[src/rtl/tremolo_mod.sv]
// rtl/tremolo_mod.sv - stereo tremolo with phase-accumulator LFO, 3-stage pipeline
module tremolo_mod #(
  parameter int DATA_WIDTH  = 16,
  parameter int PHASE_WIDTH = 24,
  parameter int DEPTH_WIDTH = 8
) (
  input  logic                         clk,
  input  logic                         rst_n,
  input  logic                         in_valid,
  input  logic signed [DATA_WIDTH-1:0] audio_left_in,
  input  logic signed [DATA_WIDTH-1:0] audio_right_in,
  input  logic [PHASE_WIDTH-1:0]       fcw,
  input  logic [DEPTH_WIDTH-1:0]       depth,
  input  logic [1:0]                   mode,
  input  logic                         phase_sync,
  output logic                         out_valid,
  output logic signed [DATA_WIDTH-1:0] audio_left_out,
  output logic signed [DATA_WIDTH-1:0] audio_right_out,
  output logic [15:0]                  lfo_out
);

  localparam int PROD_W = DATA_WIDTH + 18;

  logic [PHASE_WIDTH-1:0] r_phase;
  logic [PHASE_WIDTH-1:0] w_phase_used;
  logic [15:0]            w_u;
  logic [7:0]             w_depth_ext;
  logic [23:0]            w_depth_prod;
  logic [16:0]            w_gain;

  logic                         r_s1_valid;
  logic signed [DATA_WIDTH-1:0] r_s1_l;
  logic signed [DATA_WIDTH-1:0] r_s1_r;
  logic [15:0]                  r_s1_u;
  logic [16:0]                  r_s1_g;

  logic                         r_s2_valid;
  logic signed [PROD_W-1:0]     r_s2_pl;
  logic signed [PROD_W-1:0]     r_s2_pr;
  logic [15:0]                  r_s2_u;

  logic signed [PROD_W-1:0]     w_xl_ext;
  logic signed [PROD_W-1:0]     w_xr_ext;
  logic signed [PROD_W-1:0]     w_g_ext;
  logic signed [PROD_W-1:0]     w_prod_l;
  logic signed [PROD_W-1:0]     w_prod_r;

  // A sync arriving with a sample makes that sample see phase zero.
  assign w_phase_used = phase_sync ? '0 : r_phase;

  always_comb begin
    w_u = 16'd0;
    case (mode)
      2'd0:    w_u = w_phase_used[PHASE_WIDTH-1] ? ~w_phase_used[PHASE_WIDTH-2 -: 16]
                                                 :  w_phase_used[PHASE_WIDTH-2 -: 16];
      2'd1:    w_u = {16{w_phase_used[PHASE_WIDTH-1]}};
      2'd2:    w_u = ~w_phase_used[PHASE_WIDTH-1 -: 16];
      default: w_u = 16'd0;
    endcase
  end

  generate
    if (DEPTH_WIDTH >= 8) begin : g_depth_trunc
      assign w_depth_ext = depth[DEPTH_WIDTH-1 -: 8];
    end else begin : g_depth_pad
      assign w_depth_ext = {depth, {(8-DEPTH_WIDTH){1'b0}}};
    end
  endgenerate

  assign w_depth_prod = {16'd0, w_depth_ext} * {8'd0, w_u};
  assign w_gain       = 17'h10000 - {1'b0, w_depth_prod[23:8]};

  assign w_xl_ext = {{18{r_s1_l[DATA_WIDTH-1]}}, r_s1_l};
  assign w_xr_ext = {{18{r_s1_r[DATA_WIDTH-1]}}, r_s1_r};
  assign w_g_ext  = {{(DATA_WIDTH+1){1'b0}}, r_s1_g};
  assign w_prod_l = w_xl_ext * w_g_ext;
  assign w_prod_r = w_xr_ext * w_g_ext;

  always_ff @(posedge clk or negedge rst_n) begin
    if (!rst_n) begin
      r_phase         <= '0;
      r_s1_valid      <= 1'b0;
      r_s1_l          <= '0;
      r_s1_r          <= '0;
      r_s1_u          <= '0;
      r_s1_g          <= '0;
      r_s2_valid      <= 1'b0;
      r_s2_pl         <= '0;
      r_s2_pr         <= '0;
      r_s2_u          <= '0;
      out_valid       <= 1'b0;
      audio_left_out  <= '0;
      audio_right_out <= '0;
      lfo_out         <= '0;
    end else begin
      if (in_valid)        r_phase <= w_phase_used + fcw;
      else if (phase_sync) r_phase <= '0;

      r_s1_valid <= in_valid;
      if (in_valid) begin
        r_s1_l <= audio_left_in;
        r_s1_r <= audio_right_in;
        r_s1_u <= w_u;
        r_s1_g <= w_gain;
      end

      r_s2_valid <= r_s1_valid;
      if (r_s1_valid) begin
        r_s2_pl <= w_prod_l;
        r_s2_pr <= w_prod_r;
        r_s2_u  <= r_s1_u;
      end

      // Taking bits [DW+15:16] of the signed product is the floor >>> 16.
      out_valid <= r_s2_valid;
      if (r_s2_valid) begin
        audio_left_out  <= r_s2_pl[DATA_WIDTH+15:16];
        audio_right_out <= r_s2_pr[DATA_WIDTH+15:16];
        lfo_out         <= r_s2_u;
      end
    end
  end

endmodule

[config.mk]
export PLATFORM = sky130hd
export DESIGN_NAME = tremolo_mod
export DESIGN_NICKNAME = d
export VERILOG_FILES = /design/src/rtl/tremolo_mod.sv
export SDC_FILE = /design/constraint.sdc
export NUM_CORES = 2
export LEC_CHECK = 0
export BUFFER_PORTS_ARGS = -buffer_cell sky130_fd_sc_hd__buf_2
export CORE_MARGIN = 5
export CORE_UTILIZATION = 50
export CTS_CLUSTER_SIZE = 40
export DETAILED_ROUTE_END_ITERATION = 16
export GPL_ROUTABILITY_DRIVEN = 0
export PLACE_DENSITY = 0.67
export SYNTH_ARGS = -nofsm -noshare
export SYNTH_HDL_FRONTEND = slang
export SYNTH_SLANG_ARGS = --single-unit
export TNS_END_PERCENT = 30
[constraint.sdc]
create_clock -name clk -period 12.52 [get_ports clk]
set_input_delay 1.878 -clock clk [delete_from_list [all_inputs] [get_ports clk]]
set_output_delay 1.878 -clock clk [all_outputs]
set_load 0.02 [all_outputs]
==> results.md <==
- Most common cell in the netlist: inv_1
- DRC viols: 0
- TNS Setup: 0 ps
- First-pass GRT wire length: 120.1 mm
- DP Cell Count: 3937
- Post-cts hold buffer count: 0
- H-tree Lvls: 4
- #FFs+latches synth: 188
- Tmin final: 8930 ps
- Clk sinks: 188
- Total gr overflow: 0
- Avg WL per Cell: 17.94 um
- Num rows: 89
- Via count: 21350
- Top cells by count, synth: 630 x inv_1, 498 x fa_1, 374 x nand2_1
- Final nets: 4035
- # port buffers: 118
- Hold Path Class: reg -> reg
- Clock Latency Late Sink: 490 ps
- Mean post-synth cell area: 9.445 um^2
- CP required: 12940 ps
- Number of synthesized flops with an enable pin: 0
- Rel. slew slack: 32.71%
- CTS tree: built
- Final std cells w/o fill: 3971
- Top-area cell type share of the netlist area: 33.30%
- Initial antenna violation count: 3
- Cells along the critical path: buf_2, nor3_2, a22oi_1, o22ai_1, and2_1, fa_1, inv_1, fa_1, fa_1, fa_1, inv_1, ha_1, a211oi_1, nand2_1, a31oi_1, or2_2, nand2_1, o41ai_2, mux2i_1, or4_4, or4_4, o211ai_2, o311ai_1, nand3_1
- Area of the core: 0.05913 mm^2
- Crit-path slowest cell: nor3_2
- Sequential share of the synthesized area: 15.71%
- GRT Total Usage: 23.07%
- Crit share post-route: 71.33%
- DP HPWL: 55.55 mm
- Vias per cell: 5.377
- CP top delay family: simple AND/OR/NAND/NOR gates
- Post-Syn Area: 0.02994 mm^2
- Routed Antenna Nets: 0
- PostCTS Resize Cnt: 0
- Maximum clock path buffer count: 2
- CTS Buf Count: 17
- Ports: 119
- Setup crit end kind: flop
- Status: finished clean
- Vias in the first global route: 24120
- Syn nets: 4022
- Pre-antenna DRT Iters: 7
- Cells after synthesis: 3170
- Post-CTS Setup Repair Bufs: 0
- Initial Utilization: 50.64%
- Most common cell on crit path: fa_1
- Ys Warns: 0
- RSZ-0062 raised after global routing: false
- Synth area leaders: fa_1 33%, dfrtp_1 16%, ha_1 12%
- Die Span X: 254.7 um
- Worst Skew: 14.13 ps
- Max Cap Viol: 0
- DR iter-0 viols: 1056
- Die H: 254.7 um
- Layout cells sized above 1: 10.42%
- CP bufs+invs: 3
- Worst Setup Path Type: in -> reg
- Syn-to-layout area delta: 5.934%
- CTS clk-pin slew, worst paths: 80 ps
- Final slew viol count: 0
- CTS root buffer: clkbuf_16
- Worst EP arrival: 9350 ps
- Fmax: 112.0 MHz
- Setup Viol. Count Final: 0
- CP startpoint kind: input pin
- Unique masters post-synth: 81
- Final wirelength: 71.25 mm
- Largest net degree at the start of global routing: 68
- Slew @ Worst Pin: 1008 ps
- CP max FO: 26
- Largest area contributor in the synthesized netlist: fa_1
- Final hold viol count: 0
- Delay of the slowest critical-path stage: 720 ps
- Main synth FF type: dfrtp_1
- Die Area: 0.06488 mm^2
- Async S/R FF share, synth: 100.0%
[sequential cells by signal, indices dropped and copies added, names as in the netlist]
signal / flops
out_valid: 1
r_s1_valid: 1
lfo_out: 16
r_phase: 24
r_s1_l: 16
audio_right_out: 16
r_s1_r: 16
r_s2_pl: 16
r_s2_valid: 1
r_s2_u: 16
r_s1_u: 16
r_s1_g: 17
audio_left_out: 16
r_s2_pr: 16
[placed cells by master (no fill, tap or decap), types with 26 or more instances in the layout]
master / Yosys / layout
inv_1: 630 / 630
fa_1: 498 / 498
nand2_1: 374 / 374
and2_1: 312 / 312
ha_1: 284 / 284
dfrtp_1: 188 / 186
mux2_2: 133 / 133
buf_2: 3 / 116
nor2_1: 102 / 102
xnor2_1: 61 / 61
a21oi_1: 57 / 57
nand2b_1: 52 / 52
o21ai_0: 45 / 45
nor2b_1: 34 / 34
a21o_1: 26 / 26
xor2_1: 26 / 26
[path summary, 6_finish.rpt]
kind	endpoint	cells past startpoint	from	slack, ps
max	r_s1_g[15]	24	phase_sync	3590
min	r_s2_pr[18]	2	r_s2_pr[18]	490
max reg2reg	r_s2_pr[30]	26	r_s1_g[5]	4400
min reg2reg	r_s2_pr[18]	2	r_s2_pr[18]	490
max in group asynchronous	r_s1_l[8]	3	rst_n	9100
min in group asynchronous	lfo_out[5]	1	rst_n	1360
[cells by family (layout without fill, tap and decap cells)]
| group | after synthesis | count (layout) | synth area share [%] |
|---|---|---|---|
| other cells | 0 | 2 | 0 |
| mux | 137 | 137 | 5.136 |
| compound gates | 240 | 240 | 5.495 |
| simple gates | 958 | 958 | 16.11 |
| flops | 188 | 188 | 15.71 |
| buf+inv | 776 | 802 | 9.766 |
| fa+ha+maj | 784 | 784 | 45.23 |
| xor+xnor | 87 | 87 | 2.545 |
[worst register-to-register path, cell delays in order (launching register included)]
cell and delay [ps]:
dfrtp_1 740, buf_4 440, nand2_1 130, fa_1 510
inv_1 50, fa_1 470, inv_1 50, fa_1 490
fa_1 540, inv_1 50, fa_1 470, inv_1 50
fa_1 470, inv_1 40, ha_1 280, a21o_1 180
a21oi_1 150, o22ai_1 120, nor4_1 390, o21ai_0 270
o2111ai_1 270, nand2_1 210, a221o_1 440, a2111oi_0 610
or3_1 220, xnor2_1 100, mux2_2 270
[area by class of cell]
class / count / area [um^2]
well taps: 773 / 967.2
multi-input cells: 2206 / 22310
clock buffers: 18 / 429.2
inverters: 630 / 2365
fillers: 5290 / 27410
flip-flops and latches: 188 / 4707
clock inverters: 14 / 165.2
diodes: 2 / 5.005
repair buffers: 140 / 767.0
[metrics by stage]
| step | utilization [%] | cell area, um^2 | hold WS (ps) | setup WS, ps |
|---|---|---|---|---|
| 5_1_grt | 53.64 | 31720 | 509.5 | 3121 |
| 6_report | 53.64 | 31720 | 487.3 | 3590 |
| 4_1_cts | 53.63 | 31710 | 489.7 | 3711 |
| 3_5_place_dp | 52.63 | 31120 | 468.6 | 3204 |
| 2_1_floorplan | - | 29940 | 388.8 | 4255 |
| 3_3_place_gp | 52.63 | 31120 | 467.6 | 3514 |
[per-layer routing]
metal	part of all wire [%]	track usage, %
met2	52	41.47
met1	40	28.03
met4	3.5	8.317
met5	0.018	0
met3	4.9	3.885
Power is not shown: default switching activity piles up to over one toggle a cycle in this logic, so the estimate is an artifact.
